[src/rtl/led_spread_if.sv]
// Handshake/control bundle for the LED spread generator.
// The master drives requests; the slave returns the LED frame and status.
interface led_spread_if #(
  parameter int HALF  = 9,
  parameter int RPT_W = 4
);
  logic              start;
  logic              enable;
  logic              abort;
  logic              tick;
  logic [1:0]        mode;
  logic [RPT_W-1:0]  repeats;
  logic [2*HALF-1:0] out;
  logic              busy;
  logic              done;

  modport master (
    output start, enable, abort, tick, mode, repeats,
    input  out, busy, done
  );

  modport slave (
    input  start, enable, abort, tick, mode, repeats,
    output out, busy, done
  );
endinterface

[src/rtl/led_spread_gen.sv]
// LED spread pattern generator: fills or sweeps LEDs across a two-half strip one frame per tick.
// Optional macro LED_SPREAD_BLINK_EN inserts a dark frame after every lit frame.
module led_spread_gen #(
  parameter int HALF  = 9,
  parameter int RPT_W = 4
) (
  input  logic        clk,
  input  logic        localReset,
  led_spread_if.slave bus
);
  localparam int            SW        = $clog2(HALF + 1);
  localparam logic [SW-1:0] STEP_LAST = SW'(HALF);
  localparam logic [SW-1:0] STEP_ONE  = SW'(1);

`ifdef LED_SPREAD_BLINK_EN
  typedef enum logic [1:0] {IDLE, RUN, BLANK, DONE} state_t;
  localparam state_t LIT_NEXT = BLANK;
`else
  typedef enum logic [1:0] {IDLE, RUN, DONE} state_t;
  localparam state_t LIT_NEXT = RUN;
`endif

  state_t            state;
  logic [SW-1:0]     step;
  logic [RPT_W-1:0]  pass;
  logic [RPT_W-1:0]  rpt_q;
  logic [1:0]        mode_q;
  logic [2*HALF-1:0] frame_q;
  logic              busy_q;
  logic              done_q;

  logic              accept;
  logic              in_blank;
  logic              last_pass;
  logic [RPT_W-1:0]  rpt_eff;
  logic [SW-1:0]     step_inc;

  assign accept    = bus.tick & bus.enable;
  assign rpt_eff   = (rpt_q == '0) ? RPT_W'(1) : rpt_q;
  assign last_pass = (pass >= rpt_eff);
  assign step_inc  = step + STEP_ONE;

`ifdef LED_SPREAD_BLINK_EN
  assign in_blank = (state == BLANK);
`else
  assign in_blank = 1'b0;
`endif

  // Frame k of a pattern; left half occupies the upper HALF bits.
  function automatic logic [2*HALF-1:0] frame_of(input logic [1:0] m, input logic [SW-1:0] k);
    logic [HALF-1:0] fill;
    logic [HALF-1:0] fill_rev;
    logic [HALF-1:0] dot_l;
    logic [HALF-1:0] dot_r;
    int              kk;
    kk = int'(k);
    for (int i = 0; i < HALF; i++) begin
      fill[i]     = (i < kk);
      fill_rev[i] = (i >= HALF - kk);
      dot_l[i]    = (i == kk - 1);
      dot_r[i]    = (i == HALF - kk);
    end
    case (m)
      2'b01:   frame_of = {fill_rev, fill};
      2'b10:   frame_of = {dot_l, dot_r};
      default: frame_of = {fill, fill_rev};
    endcase
  endfunction

  always_ff @(posedge clk or posedge localReset) begin
    if (localReset) begin
      state   <= IDLE;
      step    <= '0;
      pass    <= '0;
      rpt_q   <= '0;
      mode_q  <= '0;
      frame_q <= '0;
      busy_q  <= 1'b0;
      done_q  <= 1'b0;
    end else begin
      done_q <= 1'b0;
      case (state)
        IDLE: begin
          if (bus.start && bus.enable) begin
            state   <= RUN;
            busy_q  <= 1'b1;
            mode_q  <= (bus.mode == 2'b11) ? 2'b00 : bus.mode;
            rpt_q   <= bus.repeats;
            step    <= '0;
            pass    <= RPT_W'(1);
            frame_q <= '0;
          end
        end
        DONE: begin
          state  <= IDLE;
          busy_q <= 1'b0;
        end
        default: begin
          // Abort wins over a simultaneous tick and never produces done.
          if (bus.abort) begin
            state   <= IDLE;
            busy_q  <= 1'b0;
            step    <= '0;
            pass    <= '0;
            frame_q <= '0;
          end else if (accept) begin
            if (in_blank) begin
              state   <= RUN;
              frame_q <= '0;
            end else if (step != STEP_LAST) begin
              step    <= step_inc;
              frame_q <= frame_of(mode_q, step_inc);
              state   <= LIT_NEXT;
            end else if (!last_pass) begin
              pass    <= pass + RPT_W'(1);
              step    <= STEP_ONE;
              frame_q <= frame_of(mode_q, STEP_ONE);
              state   <= LIT_NEXT;
            end else begin
              frame_q <= '0;
              state   <= DONE;
              done_q  <= 1'b1;
            end
          end
        end
      endcase
    end
  end

  assign bus.out  = frame_q;
  assign bus.busy = busy_q;
  assign bus.done = done_q;
endmodule
[src/flat_wrapper.sv]
// flat-port wrapper written by rule: the top's interface ports become plain ports
module led_spread_gen_flat 
#(
  parameter int HALF  = 9,
  parameter int RPT_W = 4
)
  (clk, localReset, bus_start, bus_enable, bus_abort, bus_tick, bus_mode, bus_repeats, bus_out, bus_busy, bus_done);
  led_spread_if #(.HALF(HALF), .RPT_W(RPT_W)) bus_i ();
  input  logic clk;
  input  logic localReset;
  input wire logic [$bits(bus_i.start)-1:0] bus_start;
  input wire logic [$bits(bus_i.enable)-1:0] bus_enable;
  input wire logic [$bits(bus_i.abort)-1:0] bus_abort;
  input wire logic [$bits(bus_i.tick)-1:0] bus_tick;
  input wire logic [$bits(bus_i.mode)-1:0] bus_mode;
  input wire logic [$bits(bus_i.repeats)-1:0] bus_repeats;
  output wire logic [$bits(bus_i.out)-1:0] bus_out;
  output wire logic [$bits(bus_i.busy)-1:0] bus_busy;
  output wire logic [$bits(bus_i.done)-1:0] bus_done;
  assign bus_i.start = bus_start;
  assign bus_i.enable = bus_enable;
  assign bus_i.abort = bus_abort;
  assign bus_i.tick = bus_tick;
  assign bus_i.mode = bus_mode;
  assign bus_i.repeats = bus_repeats;
  assign bus_out = bus_i.out;
  assign bus_busy = bus_i.busy;
  assign bus_done = bus_i.done;
  led_spread_gen #(.HALF(HALF), .RPT_W(RPT_W)) u_core (.clk(clk), .localReset(localReset), .bus(bus_i));
endmodule
[config.mk]
export PLATFORM = sky130hd
export DESIGN_NAME = led_spread_gen_flat
export DESIGN_NICKNAME = d
export VERILOG_FILES = /design/src/rtl/led_spread_if.sv /design/src/rtl/led_spread_gen.sv /design/src/flat_wrapper.sv
export SDC_FILE = /design/constraint.sdc
export NUM_CORES = 1
export LEC_CHECK = 0
export CORE_MARGIN = 2
export CORE_UTILIZATION = 50
export DETAILED_ROUTE_END_ITERATION = 10
export PLACE_DENSITY_LB_ADDON = 0.12
export SLEW_MARGIN = 10
export SYNTH_ARGS = -nofsm -noshare
export SYNTH_HDL_FRONTEND = slang
export SYNTH_SLANG_ARGS = --single-unit
[constraint.sdc]
create_clock -name clk -period 8 [get_ports clk]
set_input_delay 0.8 -clock clk [delete_from_list [all_inputs] [get_ports clk]]
set_output_delay 0.8 -clock clk [all_outputs]
set_load 0.03 [all_outputs]
==> flow_summary.json <==
{
  "muxShareOfSynthArea": 0.0184,
  "diodes": 0,
  "end_kind": "flop",
  "synth_top_family_by_area": "compound AO/OA/AOI/OAI gates",
  "switching_share": 0.364,
  "finalSetupTns_ps": 0,
  "drt_wl_total_mm": 6.90,
  "setup_viol": 0,
  "critPathMaxStageDelay_ps": 800,
  "hold_violations": 0,
  "p_seq_frac": 0.362,
  "tritoncts": "built",
  "numCtsBuffers": 5,
  "cts.clk_slew.worst_paths_ps": 70,
  "p_int_w": 0.000379,
  "worst_pin_slew_ps": 997,
  "start_util": 0.513,
  "p_leak_nw": 1.36,
  "slew_violations": 0,
  "cp_max_fo": 20,
  "viasPerCell": 6.07,
  "antenna_found_initial": 0,
  "p_sw_w": 0.000217,
  "drive_gt1_frac": 0.127,
  "outcome": "complete, no violations",
  "syn_area_um2": 2790,
  "multiInputGateArea_um2": 1710,
  "avgSynthCellArea_um2": 9.07,
  "synth_simple_gate_area_frac": 0.186,
  "post_cts_buffers": 0,
  "cts_resized": 0,
  "slowest_stage": "dfrtp_1",
  "route.detailed.drc": 0,
  "synth_edf_count": 0,
  "fin_crit_ps": 3760,
  "netlist_instances": 308,
  "ys_seq_elements": 36,
  "crit_top_cell": "ha_1",
  "grt_usage": 0.237,
  "stdcell_area_um2": 3210,
  "dpl-instance-area_um2": 3100,
  "clockBufferDepth": 2,
  "first_global_vias": 2332,
  "hold_class": "reg -> reg",
  "grt_max_degree": 37,
  "peakVddDrop_mv": 0.101,
  "cts.htree.levels": 2,
  "grt_pass1_wl_mm": 11.6,
  "synth-main-ff-cell": "dfrtp_1",
  "syn_nets": 341,
  "crit_required_ps": 8180,
  "io_pins": 32,
  "synth_cell_types": 71,
  "insertion_delay_ps": 290,
  "start_kind": "flop",
  "ant_nets": 0,
  "max_slew_margin": 0.333,
  "placementRows": 27,
  "synth_warnings": 0,
  "place_congestion": 0.933,
  "die_area_um2": 6200,
  "finalCritPeriodShare": 0.470,
  "pwr_density_cell_nw_per_um2": 186,
  "dr.first_iter.drc_count": 361,
  "dp_hpwl_mm": 5.04,
  "wl_per_cell_um": 17.2,
  "power.share.clock": 0.269,
  "drv_cap": 0,
  "die-width_um": 78.7,
  "criticalPathCategory": "reg -> reg",
  "globalRouteOverflowTotal": 0,
  "fin_skew_ps": 6.73,
  "rsz0062_at_grt": "no",
  "die_h_um": 78.7,
  "synth_fa_ha_area_frac": 0.0941,
  "worstPathCellList": "ha_1 > xor2_2 > inv_1 > ha_1 > ha_1 > nor2b_1 > a21boi_0 > or3_1 > a32o_1",
  "regArea_um2": 901,
  "cp.arrival_ps": 3950,
  "synthXorXnorAreaFrac": 0.0116,
  "cts.sinks": 36,
  "synth_compound_area_frac": 0.303,
  "nNetsFinal": 362,
  "ctsHoldBuffers": 0,
  "ys_async_sr_fraction": 1.00,
  "fmax_mhz": 266,
  "dr_total_vias": 2440,
  "ys_seq_area_frac": 0.323,
  "coreArea_um2": 5440,
  "area_growth_syn_to_layout_pct": 14.8,
  "portBuffers": 31,
  "final_common_cell": "dfrtp_1",
  "root_buffer": "clkbuf_8",
  "power_frac_comb": 0.369,
  "dr.pass1.iters": 5,
  "final_cell_mix": "dfrtp_1, nand2_1, clkdlybuf4s50_1",
  "fillers": 490
}
## worst paths after layout
kind | startpoint | endpoint | slack, ps | cells after the start
worst max-delay path | u_core.step[0] | u_core.bus.out[2] | 4240 | 9
worst min register to register | u_core.bus.out[10] | u_core.bus.out[10] | 480 | 1
max in group asynchronous | localReset | u_core.bus.out[13] | 6750 | 3
worst min-delay path | u_core.bus.out[10] | u_core.bus.out[10] | 480 | 1
min in group asynchronous | localReset | u_core.bus.out[14] | 910 | 3
worst max register to register | u_core.step[0] | u_core.bus.out[2] | 4240 | 9
## layer usage
metal / track usage / up-vias / routed length (µm)
li1: - / 1171 / -
met1: 0.333 / 1145 / 3170
met2: 0.372 / 107 / 3140
met3: 0.0409 / 17 / 422
met4: 0.0789 / 0 / 165
met5: 0 / - / 0
## logic make-up after synthesis
group,after synthesis
AND/OR/NAND/NOR,94
adder cells (fa/ha/maj),21
AO/OA/AOI/OAI,112
multiplexers,5
XOR/XNOR,2
buffers and inverters,38
flip-flops,36
## power groups by stage
stage	clock network, W	registers (W)	logic, W
finish	0.000160	0.000216	0.000220
global route	0.000172	0.000219	0.000243
global placement	0	0.000218	0.000216
floorplan	0	0.000229	0.000145
CTS	0.000163	0.000216	0.000219
detailed placement	0	0.000219	0.000218
## cell usage after synthesis (all sizes together), types with 3 or more instances
| cell | count | share of area |
|---|---|---|
| and2 | 4 | 0.0099 |
| a22o | 3 | 0.0094 |
| nor2 | 15 | 0.021 |
| nand2 | 31 | 0.042 |
| buf | 12 | 0.030 |
| a21boi | 7 | 0.019 |
| ha | 21 | 0.094 |
| clkbuf | 7 | 0.0094 |
| o31ai | 3 | 0.0099 |
| a221oi | 6 | 0.023 |
| o211ai | 4 | 0.011 |
| nand2b | 7 | 0.016 |
| a21oi | 14 | 0.033 |
| o21ai | 34 | 0.064 |
| mux2i | 4 | 0.014 |
| nor3 | 4 | 0.0072 |
| nand3 | 11 | 0.024 |
| dfrtp | 36 | 0.32 |
| nand3b | 5 | 0.018 |
| a31o | 3 | 0.0094 |
| a21o | 4 | 0.011 |
| nor2b | 7 | 0.017 |
| inv | 19 | 0.026 |
| a31oi | 4 | 0.0090 |
| a22oi | 3 | 0.0081 |
| a32o | 4 | 0.014 |
## metrics by stage
stage	setup slack [ps]	instances	power [W]	util	hold WS [ps]
floorplan	5080	308	0.000375	-	482
global placement	4460	394	0.000434	0.570	466
detailed placement	4320	394	0.000437	0.570	467
CTS	4310	402	0.000598	0.590	484
global route	4050	402	0.000634	0.590	518
finish	4240	402	0.000597	0.590	482
## worst max-delay path: cells and delay by family, from the launching register on
family	cells	cell delay (ps)
adders and majority gates	3	1430
xor gates and xnor gates	1	330
DFF	1	800
buffers and inverters	1	140
AOI/OAI and AO/OA	2	400
and+or+nand+nor	2	540
## final cells by class
cell class / instances / share of cell area
multi-input combinational: 234 / 0.534
sequential: 36 / 0.281
timing repair buffer: 33 / 0.101
tap: 72 / 0.0281
clock buffer: 6 / 0.0226
inverter: 19 / 0.0222
clock inverter: 2 / 0.0109
## registers in the layout, indices dropped and copies added (netlist names)
name             cells
u_core.pass          4
u_core.state         2
u_core.bus.busy      1
u_core.rpt_q         4
u_core.bus.done      1
u_core.bus.out      18
u_core.mode_q        2
u_core.step          4
(Power assumes the default switching activity.)
==> edit (config.mk and constraints unchanged) <==
Encoding of `state_t`: now one-hot (3 bits for 3 states).
--- a/src/rtl/led_spread_gen.sv
+++ b/src/rtl/led_spread_gen.sv
@@ -18,3 +18,3 @@
 `else
-  typedef enum logic [1:0] {IDLE, RUN, DONE} state_t;
+  typedef enum logic [2:0] {IDLE = 3'b001, RUN = 3'b010, DONE = 3'b100} state_t;
   localparam state_t LIT_NEXT = RUN;
Behaviour: no difference found for any inputs over 4 cycles, from zero or initial values and one cycle with localReset high; so few cycles prove little.
==> edit against the original RTL <==
- wire length up 8.4%
- worst hold slack better by 8.3 ps
- first-iteration DRC count down 20%
- synthesized cell count down 2.6%
- cell area up 0.55%
- synthesized area up 0.40%
- sequential cell count up 1
- clock skew up 7.7 ps
- worst setup slack better by 390 ps
- sequential share of layout area up 0.66 points
- cell count down 1.2%
Power is not compared: it rests on default switching activity, and its combinational part moved more than twofold at a synthesized area within 25%.
==> edit: results <==
export IMPL_syn_mean_instance_area_um2=9.35
export IMPL_num_vias=2530
export IMPL_drive_gt1_share_pct=11.7
export IMPL_largest_register_ffs=18
export IMPL_synthAdderAreaFrac_pct=9.37
export IMPL_h_tree_depth=2
export IMPL_wl_per_cell_um=18.8
export IMPL_outcome="complete, no violations"
export IMPL_ys_seq_area_share_pct=33.1
export IMPL_crit_fanout=18
export IMPL_syn_num_nets=333
export IMPL_grt_usage_pct=25.0
export IMPL_yosys_top_cells_area="dfrtp_1 (32%), ha_1 (9.4%), nand2_1 (5.0%), o21ai_0 (3.4%), a32o_1 (2.9%)"
export IMPL_antenna_found_initial=0
export IMPL_grt_pass1_vias=2322
export IMPL_gp_congestion=0.926
export IMPL_placed_cells=389
export IMPL_clock_latency_ps=310
export IMPL_hold_class="flop to flop"
export IMPL_dp_hpwl_um=5410
export IMPL_root_buffer="clkbuf_8"
export IMPL_grt_pass1_wl_um=12200
export IMPL_portBuffers=31
export IMPL_p_leak_nw=1.36
export IMPL_synthArstFlopShare_pct=100
export IMPL_vias_per_cell=6.37
export IMPL_cts_buffers=5
export IMPL_placed_area_um2=3110
export IMPL_firstDrtPassIters=5
export IMPL_synthXorXnorAreaFrac_pct=1.20
export IMPL_worstHoldStart="u_core.bus.out[12]"
export IMPL_clock_skew_ps=14.4
export IMPL_peakVddDrop_uv=177
export IMPL_critical_path_arrival_ps=3540
export IMPL_grt_max_degree=38
export IMPL_cts_resized=0
export IMPL_drtIter0Drc=289
export IMPL_maxSlewHeadroom_pct=39.3
export IMPL_ys_warnings_count=0
export IMPL_swShare_pct=48.1
export IMPL_nNetsFinal=357
export IMPL_clkTransAtPathRegs_ps=90
export IMPL_netlist_top_cells_count="nand2_1 (37), dfrtp_1 (36), ha_1 (21)"
export IMPL_rr_startpoint="u_core.step[0]"
export IMPL_synthMuxAreaShare_pct=1.47
export IMPL_diodes=0
export IMPL_synth_compound_area_share_pct=31.6
export IMPL_start_kind="flop"
export IMPL_yosysUniqueCellTypes=69
[edit: cell types whose count changed after synthesis, moves of 4 or more]
cell,delta
nand2_1,+6
a21o_1,+4
clkbuf_1,-4
a32o_1,+4
o21a_1,+5
o21ai_0,-7
a2111oi_0,+4
[edit: area by class of cell]
class,count,area (um2)
inverters,19,71.3
clock buffers,6,72.6
multi-input cells,229,1710
flip-flops and latches,37,927
well taps,72,90.1
repair buffers,32,318
clock inverters,2,38.8
fillers,495,2250
[edit: power by group through the flow]
stage                     logic, W  registers [W]  clock network (W)
after floorplan           0.000460       0.000321                  0
after global placement    0.000666       0.000297                  0
after detailed placement  0.000658       0.000297                  0
after CTS                 0.000662       0.000294           0.000171
after global routing      0.000724       0.000302           0.000177
final                     0.000669       0.000294           0.000170
[edit: metal layers]
metal | global-route usage, % | part of all wire (%) | vias up
met5 | 0 | 0 | -
met4 | 5.86 | 1.7 | 0
met2 | 37.4 | 43 | 113
li1 | - | - | 1174
met3 | 4.77 | 7.4 | 13
met1 | 37.3 | 48 | 1230
[edit: worst max-delay path, stage by stage (launching register included)]
cell       delay [ps]
dfrtp_1           700
ha_1              520
xor2_2            310
inv_2             120
ha_1              310
ha_1              430
inv_1             140
a31o_2            140
nor2_1             40
a2111oi_0         400
o31ai_1           130
[edit: kinds of logic after synthesis]
| family | Yosys count |
|---|---|
| AOI/OAI and AO/OA | 108 |
| xor gates and xnor gates | 3 |
| and+or+nand+nor | 93 |
| muxes | 4 |
| buffers and inverters | 34 |
| adders and majority gates | 21 |
| DFF | 37 |
[edit: metrics by stage]
stage / setup slack [ps] / hold WS (ps) / util [%] / total power (W)
after floorplan: 5200 / 482 / - / 0.000781
after global placement: 4740 / 467 / 56.9 / 0.000963
after detailed placement: 4690 / 477 / 56.9 / 0.000955
after CTS: 4640 / 496 / 58.9 / 0.00113
after global routing: 4330 / 531 / 58.9 / 0.00120
final: 4630 / 490 / 58.9 / 0.00113
[edit: path summary, 6_finish.rpt]
| path | end | slack, ps | cells past startpoint |
|---|---|---|---|
| hold reg to reg | u_core.bus.out[12] | 490 | 2 |
| setup / recovery | u_core.bus.out[15] | 4630 | 10 |
| max in group asynchronous | u_core.state[0] | 6740 | 3 |
| min in group asynchronous | u_core.bus.out[11] | 900 | 3 |
| hold / removal | u_core.bus.out[12] | 490 | 2 |
| setup reg to reg | u_core.bus.out[15] | 4630 | 10 |
